File: src/rtl/fetch_stage.sv
// Instruction fetch stage: issues word-aligned requests under a credit limit,
// buffers in-order responses and presents them to decode with a valid/ready handshake.
module fetch_stage #(
    parameter logic [31:0] RESET_PC  = 32'h0000_0000,
    parameter int          BUF_DEPTH = 2
) (
    input  logic        clk,
    input  logic        reset,
    input  logic        next_ready_i,
    output logic        self_valid_o,
    input  logic        stall_i,
    input  logic        flush_i,
    input  logic [31:0] redirect_pc_i,
    output logic        imem_req_o,
    output logic [31:0] imem_addr_o,
    input  logic        imem_gnt_i,
    input  logic        imem_rvalid_i,
    input  logic [31:0] imem_rdata_i,
    output logic [31:0] instr_o,
    output logic [31:0] pc_o,
    output logic        misaligned_o,
    output logic        dbg_state_o
);

    // Decode handshake: an instruction transfers in a cycle where self_valid_o and
    // next_ready_i are both high; a flush in that cycle cancels the transfer.

    typedef enum logic {RUN = 1'b0, DRAIN = 1'b1} state_e;

    localparam int AW = (BUF_DEPTH > 1) ? $clog2(BUF_DEPTH) : 1;
    localparam int CW = $clog2(BUF_DEPTH + 1) + 1;
    localparam logic [CW-1:0] DEPTH_C = CW'(BUF_DEPTH);
    localparam logic [AW-1:0] LAST_C  = AW'(BUF_DEPTH - 1);

    state_e          state_q, state_d;
    logic [31:0]     fetch_pc_q, fetch_pc_d;
    logic [CW-1:0]   outst_q, outst_d;
    logic [31:0]     aq_mem_q [BUF_DEPTH];
    logic [AW-1:0]   aq_wr_q, aq_rd_q;
    logic [31:0]     fq_pc_q  [BUF_DEPTH];
    logic [31:0]     fq_ins_q [BUF_DEPTH];
    logic [AW-1:0]   fq_wr_q, fq_rd_q;
    logic [CW-1:0]   fq_cnt_q, fq_cnt_d;
    logic            misaligned_q;

    logic fq_empty, fq_full, req, grant, resp, push, pop;

    function automatic logic [AW-1:0] ptr_inc(input logic [AW-1:0] p);
        return (p == LAST_C) ? '0 : p + AW'(1);
    endfunction

    assign fq_empty = (fq_cnt_q == '0);
    assign fq_full  = (fq_cnt_q == DEPTH_C);

    // Credits cover both in-flight and buffered entries, so a response always has a slot.
    assign req   = !reset && (state_q == RUN) && !flush_i && ((outst_q + fq_cnt_q) < DEPTH_C);
    assign grant = req && imem_gnt_i;
    // A response with nothing outstanding is a protocol error and is ignored.
    assign resp  = !reset && imem_rvalid_i && (outst_q != '0);

    assign self_valid_o = !reset && !stall_i && !fq_empty;
    assign pop          = self_valid_o && next_ready_i && !flush_i;
    assign push         = resp && (state_q == RUN) && !flush_i && (!fq_full || pop);

    always_comb begin
        outst_d = outst_q;
        if (grant && !resp) begin
            outst_d = outst_q + CW'(1);
        end else if (!grant && resp) begin
            outst_d = outst_q - CW'(1);
        end

        fq_cnt_d = fq_cnt_q;
        if (flush_i) begin
            fq_cnt_d = '0;
        end else if (push && !pop) begin
            fq_cnt_d = fq_cnt_q + CW'(1);
        end else if (!push && pop) begin
            fq_cnt_d = fq_cnt_q - CW'(1);
        end

        fetch_pc_d = fetch_pc_q;
        if (flush_i) begin
            fetch_pc_d = {redirect_pc_i[31:2], 2'b00};
        end else if (grant) begin
            fetch_pc_d = fetch_pc_q + 32'd4;
        end

        state_d = state_q;
        case (state_q)
            RUN:     if (flush_i && (outst_d != '0)) state_d = DRAIN;
            DRAIN:   if (outst_d == '0) state_d = RUN;
            default: state_d = RUN;
        endcase
    end

    always_ff @(posedge clk) begin
        if (reset) begin
            state_q      <= RUN;
            fetch_pc_q   <= RESET_PC;
            outst_q      <= '0;
            aq_wr_q      <= '0;
            aq_rd_q      <= '0;
            fq_wr_q      <= '0;
            fq_rd_q      <= '0;
            fq_cnt_q     <= '0;
            misaligned_q <= 1'b0;
        end else begin
            state_q      <= state_d;
            fetch_pc_q   <= fetch_pc_d;
            outst_q      <= outst_d;
            fq_cnt_q     <= fq_cnt_d;
            misaligned_q <= flush_i && (redirect_pc_i[1:0] != 2'b00);

            // Granted addresses pair with responses in order, also while draining.
            if (grant) begin
                aq_mem_q[aq_wr_q] <= fetch_pc_q;
                aq_wr_q           <= ptr_inc(aq_wr_q);
            end
            if (resp) begin
                aq_rd_q <= ptr_inc(aq_rd_q);
            end

            if (flush_i) begin
                fq_wr_q <= '0;
                fq_rd_q <= '0;
            end else begin
                if (push) begin
                    fq_pc_q[fq_wr_q]  <= aq_mem_q[aq_rd_q];
                    fq_ins_q[fq_wr_q] <= imem_rdata_i;
                    fq_wr_q           <= ptr_inc(fq_wr_q);
                end
                if (pop) begin
                    fq_rd_q <= ptr_inc(fq_rd_q);
                end
            end
        end
    end

    assign imem_req_o   = req;
    assign imem_addr_o  = fetch_pc_q;
    assign instr_o      = (reset || fq_empty) ? 32'h0 : fq_ins_q[fq_rd_q];
    assign pc_o         = (reset || fq_empty) ? 32'h0 : fq_pc_q[fq_rd_q];
    assign misaligned_o = misaligned_q;
    assign dbg_state_o  = (state_q == DRAIN);

endmodule

File: config.mk
export PLATFORM = sky130hd
export DESIGN_NAME = fetch_stage
export DESIGN_NICKNAME = d
export VERILOG_FILES = /design/src/rtl/fetch_stage.sv
export SDC_FILE = /design/constraint.sdc
export NUM_CORES = 1
export LEC_CHECK = 0
export ABC_CLOCK_PERIOD_IN_PS = 6400
export CELL_PAD_IN_SITES_DETAIL_PLACEMENT = 0
export CELL_PAD_IN_SITES_GLOBAL_PLACEMENT = 1
export CORE_MARGIN = 2
export CORE_UTILIZATION = 44
export CTS_BUF_LIST = sky130_fd_sc_hd__clkbuf_2 sky130_fd_sc_hd__clkbuf_4 sky130_fd_sc_hd__clkbuf_8
export CTS_CLUSTER_SIZE = 10
export DETAILED_ROUTE_END_ITERATION = 8
export GPL_ROUTABILITY_DRIVEN = 0
export PLACE_DENSITY_LB_ADDON = 0.3
export RECOVER_POWER = 50
export SLEW_MARGIN = 20
export SYNTH_ARGS = -nofsm -noshare
export SYNTH_HDL_FRONTEND = slang
export SYNTH_SLANG_ARGS = --single-unit
File: constraint.sdc
create_clock -name clk -period 6.4 [get_ports clk]
set_input_delay 0.64 -clock clk [delete_from_list [all_inputs] [get_ports clk]]
set_output_delay 0.64 -clock clk [all_outputs]
set_load 0.005 [all_outputs]
# == Word level (Yosys, flattened, before mapping) ==
# Memory sizes are Yosys's and may differ from the RTL's. A register that Yosys moved wholly into a read port is not among the register bits.
# Cells that the tools add are included.
# totals
elab_cells,92
memories,3
mem_bits_rw,192
input_bits,71
out_inout_bits,100
register_bits,44
# classes
order_cmp,1
n_eq_ne,1
bitwise_logic,1
n_addsub,10
muxes,28
reduce_logical,38
# mem_list
memory,depth,word_bits,read_ports,rd_ports_with_merged_regs,write_ports,line_no,text
aq_mem_q,2,32,1,1,1,38,logic [31:0] aq_mem_q [BUF_DEPTH];
fq_ins_q,2,32,1,1,1,41,logic [31:0] fq_ins_q [BUF_DEPTH];
fq_pc_q,2,32,1,1,1,40,logic [31:0] fq_pc_q [BUF_DEPTH];
# op_table
operator,count
$mux W32,4
$add A32 B3 Y32 const B,1
$logic_and A1 B1 Y1,19
$mux W1,19
$mux W3,4
$logic_not A1 Y1,9
$add A3 B1 Y3 const B,2
$logic_not A3 Y1,2
$reduce_bool A2 Y1,3
$reduce_bool A3 Y1,2
$sub A3 B1 Y3 const B,2
$add A1 B1 Y1 const B,4
$add A3 B3 Y3,1
$eq A3 B2 Y1 const B,1
$lt A3 B2 Y1 const B,1
$logic_or A1 B1 Y1,2
$pmux W1 S2,1
$reduce_or A2 Y1,1
$not A1 Y1,1

# == Logic depth before layout (Yosys ltp) ==
# Gate-level depths: netlist (run 1).
# logic_depth
word_depth,13
ltp_mapped,12
depth_no_buf,12

# == Worst setup path after synthesis (run 1) ==
# No wires, ideal clock.
# synth_timing
kind,reg2reg
startpoint,register outst_q[0]
endpoint,memory fq_ins_q[0][0] (enable)
required_time_ns,5.918
path_slack_ns,1.785
setup_time_ns,0.482
period_less_slack_ns,4.615
path_stages_with_launch,7
arrival_ns,4.133
cell_sequence,dfxtp_1 -> inv_1 -> ha_1 -> ha_1 -> nor3b_2 -> nand3_1 -> nor2_1
# synth_between
elab_chain_len,9
# synth_rtl
element,line_no,text
from (decl),37,"logic [CW-1:0] outst_q, outst_d;"
from (signal assigned),111,outst_q <= outst_d;
$reduce_bool A3 Y1,59,assign resp = !reset && imem_rvalid_i && (outst_q != '0);
$logic_and A1 B1 Y1,59,
$logic_and A1 B1 Y1 (3 in series),63,assign push = resp && (state_q == RUN) && !flush_i && (!fq_full || pop);
$mux W1,128,if (push) begin
$mux W1,124,if (flush_i) begin
$mux W1,98,if (reset) begin
$mux W1 (implied by the code),130,fq_ins_q[fq_wr_q] <= imem_rdata_i;
to (decl),41,
# Every way passes these cells.

# == Worst setup path in the final report (run 1) ==
# layout_timing
startpoint,input port flush_i
endpoint,"register fetch_pc_q[6], in the netlist imem_addr_o[6]"
# layout_between
elab_chain_len,5
word_cells_on_any_way,6
classes_between,mux: 1; reduce/logical: 5
# layout_rtl
element,line_no,text
from (decl),12,"input logic flush_i,"
$logic_not A1 Y1,56,assign req = !reset && (state_q == RUN) && !flush_i && ((outst_q + fq_cnt_q) < DEPTH_C);
$logic_and A1 B1 Y1 (2 in series),56,
$logic_and A1 B1 Y1,57,assign grant = req && imem_gnt_i;
$reduce_bool A2 Y1 (no source line),n/a,
to (signal assigned),110,fetch_pc_q <= fetch_pc_d;
to (decl),36,"logic [31:0] fetch_pc_q, fetch_pc_d;"
# Parallel ways exist; a longest one is shown, timed or not.
# A chain may end at the register's enable or synchronous reset.

==> results_dict.tcl, run 1 <==
set metrics [dict create \
    status "finished, violations left" \
    violations "max-capacitance violations, max-slew violations" \
    layout-drive-gt1-share_pct 10.7 \
    final_nets 935 \
    core_um2 21000 \
    min_from "aq_rd_q" \
    hpwl_mm 13.9 \
    detail_route.wl_per_cell_um 18.5 \
    finish.utilization_pct 57.3 \
    fmax_ghz 0.234 \
    antennaDiodeCount 0 \
    area_growth_pct 28.0 \
    clk_latency_ns 0.52 \
    cts_tree "built" \
    fin_setup_tns_ns 0 \
    drt_iter0_drc 310 \
    power.total_mw 3.20 \
    path_max_fanout 29 \
    hold_class "register to register" \
    synthCells 676 \
    synth_mux_area_share_pct 10.6 \
    start_kind "input port" \
    yosysSeqAreaShare_pct 68.1 \
    crit_path_frequent_cell "clkbuf_1" \
    die_w_um 150 \
    slew_violations 31 \
    grt_use_total_pct 19.0 \
    ys_async_sr_fraction_pct 0 \
    dieArea_um2 22600 \
    viasPerCell 5.23 \
    pin_count 171 \
    floorplan.initialDensity_pct 44.8 \
    htreeDepth 2 \
    avgSynthCellArea_um2 13.9 \
    cp.required_ns 6.84 \
    synth_cell_type_count 60 \
    synth-compound-area-share_pct 5.18 \
    dr_total_vias 6069 \
    hold_violations 0 \
    final_common_cell "edfxtp_1" \
    finalClockSkew_ns 0.0165 \
    drc 0 \
    fin_crit_ns 4.28 \
    synth_xor_area_share_pct 1.75 \
    grt_overflow 0 \
    cts_buffers 37 \
    worst-setup-path-type "input port to register" \
    synth_warnings 0 \
    crit_path_top_delay_cell "clkbuf_1" \
    cts_resized 0 \
    synth_top_family_by_area "simple AND/OR/NAND/NOR gates" \
    maxCapViolCount 1 \
    path_delay_family "buffers and inverters" \
    rows 53 \
    power_density_nw_per_um2 266 \
    cp-startpoint "flush_i" \
    fillers 1671 \
    die_h_um 150 \
    grt_pass1_wl_mm 33.0 \
    cpPeakStageDelay_ns 1.07 \
    synthSimpleGateAreaFrac_pct 10.8 \
    worst_pin_slew_ns 2.02 \
    drt-total-wl_mm 21.4 \
    path_clk_slew_ns 0.06 \
    syn_area_um2 9410 \
    portBuffers 166 \
    r2r-start "outst_q[0]" \
    post-cts-setup-buffers 0 \
    max-clock-path-buffers 3 \
    grt_max_degree 63 \
    synth-edff-count 184 \
    crit_buf_inv 3 \
    yosys.area_share.adder_pct 1.09 \
    setup_viol 0 \
    p_leak_nw 3.98 \
    irDropWorstVdd_mv 0.124 \
    cts_sinks 228 \
    layout_common_cells "184 x edfxtp_1, 101 x clkdlybuf4s50_1, 97 x nor2_1" \
    antenna_found_initial 0 \
    cp-end-kind "register" \
    synth_ff_type "edfxtp_1" \
    synth-seq-cells 228 \
    final-instance-count-excl-fill 1160 \
    root_buffer "clkbuf_8" \
    dp.cells 1091 \
    antenna_left 0 \
    slew-limit-headroom_pct -34.9 \
    grt_pass1_vias 6211 \
    finalCritPeriodShare_pct 66.8 \
    rsz0062_at_grt "no" \
    cts_hold_buf 0 \
    dr.pass1.iters 4 \
    worstPathArrival_ns 4.72 \
    worstPathCellList "dlygate4sd3_1 -> clkbuf_1 -> nor4b_1 -> and3_1 -> clkbuf_1 -> nor2_1 -> o21ai_0 -> a21oi_1" \
]
path summary, 6_finish.rpt:
kind,cells past startpoint,end,slack (ns)
hold reg to reg,2,register,0.50
setup / recovery,8,imem_addr_o[6],2.12
setup reg to reg,8,fq_ins_q[0][11],2.12
hold / removal,2,register,0.50
per-stage QoR:
step | cell area, um2 | hold slack (ns) | setup slack [ns]
global placement | 11300 | 0.498 | 2.34
floorplan | 9420 | 0.472 | 1.78
CTS | 12100 | 0.510 | 2.53
finish | 12000 | 0.504 | 2.12
global route | 12000 | 0.545 | 1.79
detailed placement | 11300 | 0.499 | 2.22
cell type report:
| class | instances | area, um2 | share of cell area [%] |
|---|---|---|---|
| repair buffers | 178 | 1770 | 14.7 |
| clock buffers | 49 | 606 | 5.03 |
| flip-flops and latches | 228 | 6410 | 53.2 |
| multi-input cells | 400 | 2760 | 22.9 |
| well taps | 275 | 344 | 2.86 |
| inverters | 12 | 45.0 | 0.374 |
| clock inverters | 18 | 109 | 0.904 |
flip-flops by register name (all words and copies together), names as in the netlist, named ones only:
register and flops:
aq_mem_q 60, aq_rd_q 1, aq_wr_q 1, dbg_state_o 1, fq_cnt_q 3, fq_ins_q 64, fq_pc_q 60, fq_rd_q 1
fq_wr_q 1, imem_addr_o 30, misaligned_o 1, outst_q 3
report_power, final:
group | internal, mW | switching [mW]
sequential | 1.67 | 0.0407
combinational | 0.141 | 0.145
clock | 0.659 | 0.547
total | 2.47 | 0.732
worst reg2reg max path: cells and delay by family (launching register included):
| kind | cells | cell delay, ns |
|---|---|---|
| simple gates | 3 | 2.31 |
| buf+inv | 3 | 0.78 |
| flops | 1 | 0.44 |
| fa+ha+maj | 2 | 0.41 |
cells by family (layout without fill, tap and decap cells):
group / Yosys count / count (layout)
flip-flops: 228 / 228
buffers and inverters: 51 / 257
AO/OA/AOI/OAI: 74 / 74
other: 1 / 4
AND/OR/NAND/NOR: 202 / 202
multiplexers: 96 / 96
adder cells (fa/ha/maj): 7 / 7
XOR/XNOR: 17 / 17
layer usage:
layer,wire [um],GRT usage (%),vias to the layer above
li1,-,-,2882
met1,9470,25.0,2923
met2,10000,30.9,233
met3,1510,4.70,31
met4,412,6.60,0
met5,0,0,-
synth_stat cells, types with 4 or more instances:
cell type	count	share of area (%)
buf_4	5	0.40
o21ai_0	11	0.58
inv_1	11	0.44
xnor2_1	11	1.0
nor3_1	8	0.43
xor2_1	5	0.47
a31oi_1	12	0.80
ha_1	5	0.66
nand2_1	27	1.1
and3_1	4	0.27
clkbuf_1	23	0.92
nand3b_1	4	0.32
dfxtp_1	44	9.4
nand4_1	13	0.86
nand3_1	16	0.85
edfxtp_1	184	59
mux2i_1	64	6.8
a211oi_1	6	0.48
buf_1	6	0.24
a21oi_1	19	1.0
and2_1	4	0.27
mux2_2	32	3.8
nor2_1	99	3.9
or3_1	5	0.33
o211ai_1	7	0.56
No activity file was read; power rests on OpenSTA's default activity.
==> run 2, diff against run 1 <==
- ABC_CLOCK_PERIOD_IN_PS: 6400 -> 3800
- CORE_UTILIZATION: 44 -> 40
- clock period: 6.4 -> 3.8 ns (I/O delays scaled with it)
==> run 2 against run 1 <==
- the run now ends clean
- setup slack got worse by 1.6 ns
- total power increased by 71%
- critical path type unchanged
- routed wire length rose by 0.44%
- first-iteration DRC count shrank 3.5%
- sequential cell count is the same
- global-route usage fell by 1.7 points
- register-to-register slack got worse by 1.3 ns
- die area grew 9.7%
- combinational power is 67% higher
- final area grew 1.3%
- cell count is 4.4% higher
- non-clock buffer count is 5 higher
==> results_dict.tcl, run 2 (synthesized netlist as in run 1, its figures left out) <==
set metrics [dict create \
    status "completed" \
    path_clk_slew_ns 0.06 \
    path_max_fanout 26 \
    cts_resized 0 \
    post-cts-setup-buffers 0 \
    fmax_ghz 0.307 \
    antenna_left 0 \
    power.total_mw 5.46 \
    pin_count 171 \
    r2r-start "outst_q[0]" \
    viasPerCell 5.05 \
    drc 0 \
    detail_route.wl_per_cell_um 17.8 \
    start_kind "input port" \
    antennaDiodeCount 0 \
    cpPeakStageDelay_ns 1.01 \
    final-seq-area_um2 6410 \
    fin_crit_ns 3.26 \
    power_density_nw_per_um2 447 \
    r2r-end "fq_cnt_q[2]" \
    grt_use_total_pct 17.4 \
    dieArea_um2 24800 \
    final_nets 942 \
    area_growth_pct 29.7 \
    path_delay_family "buffers and inverters" \
    cts_buffers 39 \
    grt_pass1_vias 6261 \
    worst_pin_slew_ns 1.48 \
    finalClockSkew_ns 0.0306 \
    largest_registers "fq_ins_q (64), aq_mem_q (60), fq_pc_q (60)" \
    whs_ns 0.439 \
    layout_common_cells "184 x edfxtp_1, 101 x clkdlybuf4s50_1, 96 x nor2_1" \
    cp-end-kind "register" \
    worstPathArrival_ns 3.68 \
    layout-drive-gt1-share_pct 11.7 \
    core_um2 23300 \
    irDropWorstVdd_mv 0.188 \
    cts_sinks 228 \
    multiInputGateArea_um2 2800 \
    grt_max_degree 50 \
    setup_viol 0 \
    r2r_cells 12 \
    ff2ff_setup_slack_ns 0.84 \
    rows 56 \
    root_buffer "clkbuf_8" \
    fin_setup_tns_ns 0 \
    dr.pass1.iters 6 \
    clk_latency_ns 0.52 \
    whs_path_depth 3 \
    rsz0062_at_grt "no" \
    cp.required_ns 4.23 \
    worstPathCellList "dlygate4sd3_1 -> clkbuf_1 -> clkinv_1 -> nand2_1 -> ha_1 -> inv_1 -> fa_1 -> xor2_1 -> or3_1 -> a21oi_1" \
    crit_path_top_delay_cell "clkbuf_1" \
    hpwl_mm 14.5 \
    drt_iter0_drc 299 \
    hold_class "input port to register" \
    slew_violations 0 \
    p_leak_nw 4.04 \
    dr_total_vias 6115 \
    floorplan.initialDensity_pct 40.5 \
    htreeDepth 2 \
    die_w_um 157 \
    slew-limit-headroom_pct 1.08 \
    portBuffers 166 \
    holdPathEnd "misaligned_o" \
    largest_reg_flops 64 \
    crit_buf_inv 4 \
    hold_violations 0 \
    drt-total-wl_mm 21.5 \
    max-clock-path-buffers 3 \
    cts_tree "built" \
    finalCritPeriodShare_pct 85.7 \
    cts_hold_buf 0 \
    fillers 2003 \
    grt_pass1_wl_mm 33.2 \
    worst-setup-path-type "input port to register" \
    die_h_um 157 \
    top_register "fq_ins_q" \
    antenna_found_initial 1 \
    maxCapViolCount 0 \
    grt_overflow 0 \
    min_from "redirect_pc_i[0]" \
    finish.utilization_pct 52.5 \
    final_common_cell "edfxtp_1" \
]
run 2: through the flow:
| stage | setup WS [ns] | cells | area [um2] |
|---|---|---|---|
| 2_1_floorplan | -0.815 | 679 | 9420 |
| 3_3_place_gp | 0.607 | 1142 | 11500 |
| 3_5_place_dp | 0.591 | 1142 | 11500 |
| 4_1_cts | 0.590 | 1211 | 12200 |
| 5_1_grt | 0.401 | 1211 | 12200 |
| 6_report | 0.545 | 1211 | 12200 |
run 2: final cells by class:
| type | instances | share of cell area, % |
|---|---|---|
| Sequential cell | 228 | 52.5 |
| Multi-Input combinational cell | 400 | 22.9 |
| Timing Repair Buffer | 183 | 14.8 |
| Clock buffer | 60 | 5.79 |
| Tap cell | 319 | 3.27 |
| Clock inverter | 9 | 0.369 |
| Inverter | 12 | 0.369 |
run 2: worst max-delay path by stage:
stage	start	end	slack (ns)	cells past startpoint
final	flush_i	fq_cnt_q[2]	0.54	10
after global routing	flush_i	fq_cnt_q[2]	0.40	10
after floorplan	outst_q[0]	fq_ins_q[0][0]	-0.82	6
after CTS	reset	self_valid_o	0.59	6
after global placement	reset	self_valid_o	0.61	6
after detailed placement	reset	self_valid_o	0.59	6
run 2: power by group:
| group | leakage, nW | switching (mW) | internal, mW |
|---|---|---|---|
| registers | 2.03 | 0.0718 | 2.81 |
| clock network | 0.403 | 0.918 | 1.18 |
| logic | 1.60 | 0.238 | 0.238 |
run 2: worst min-delay path, cell delays in order:
cell,delay (ns)
clkdlybuf4s50_1,0.39
nor2_1,0.09
nor3_1,0.05
run 2: metal layers:
metal | share of wire, % | track usage (%) | vias up
li1 | - | - | 2886
met5 | 0.060 | 0 | -
met4 | 2.3 | 6.06 | 2
met3 | 7.1 | 4.32 | 46
met1 | 42 | 21.6 | 2925
met2 | 48 | 29.5 | 256
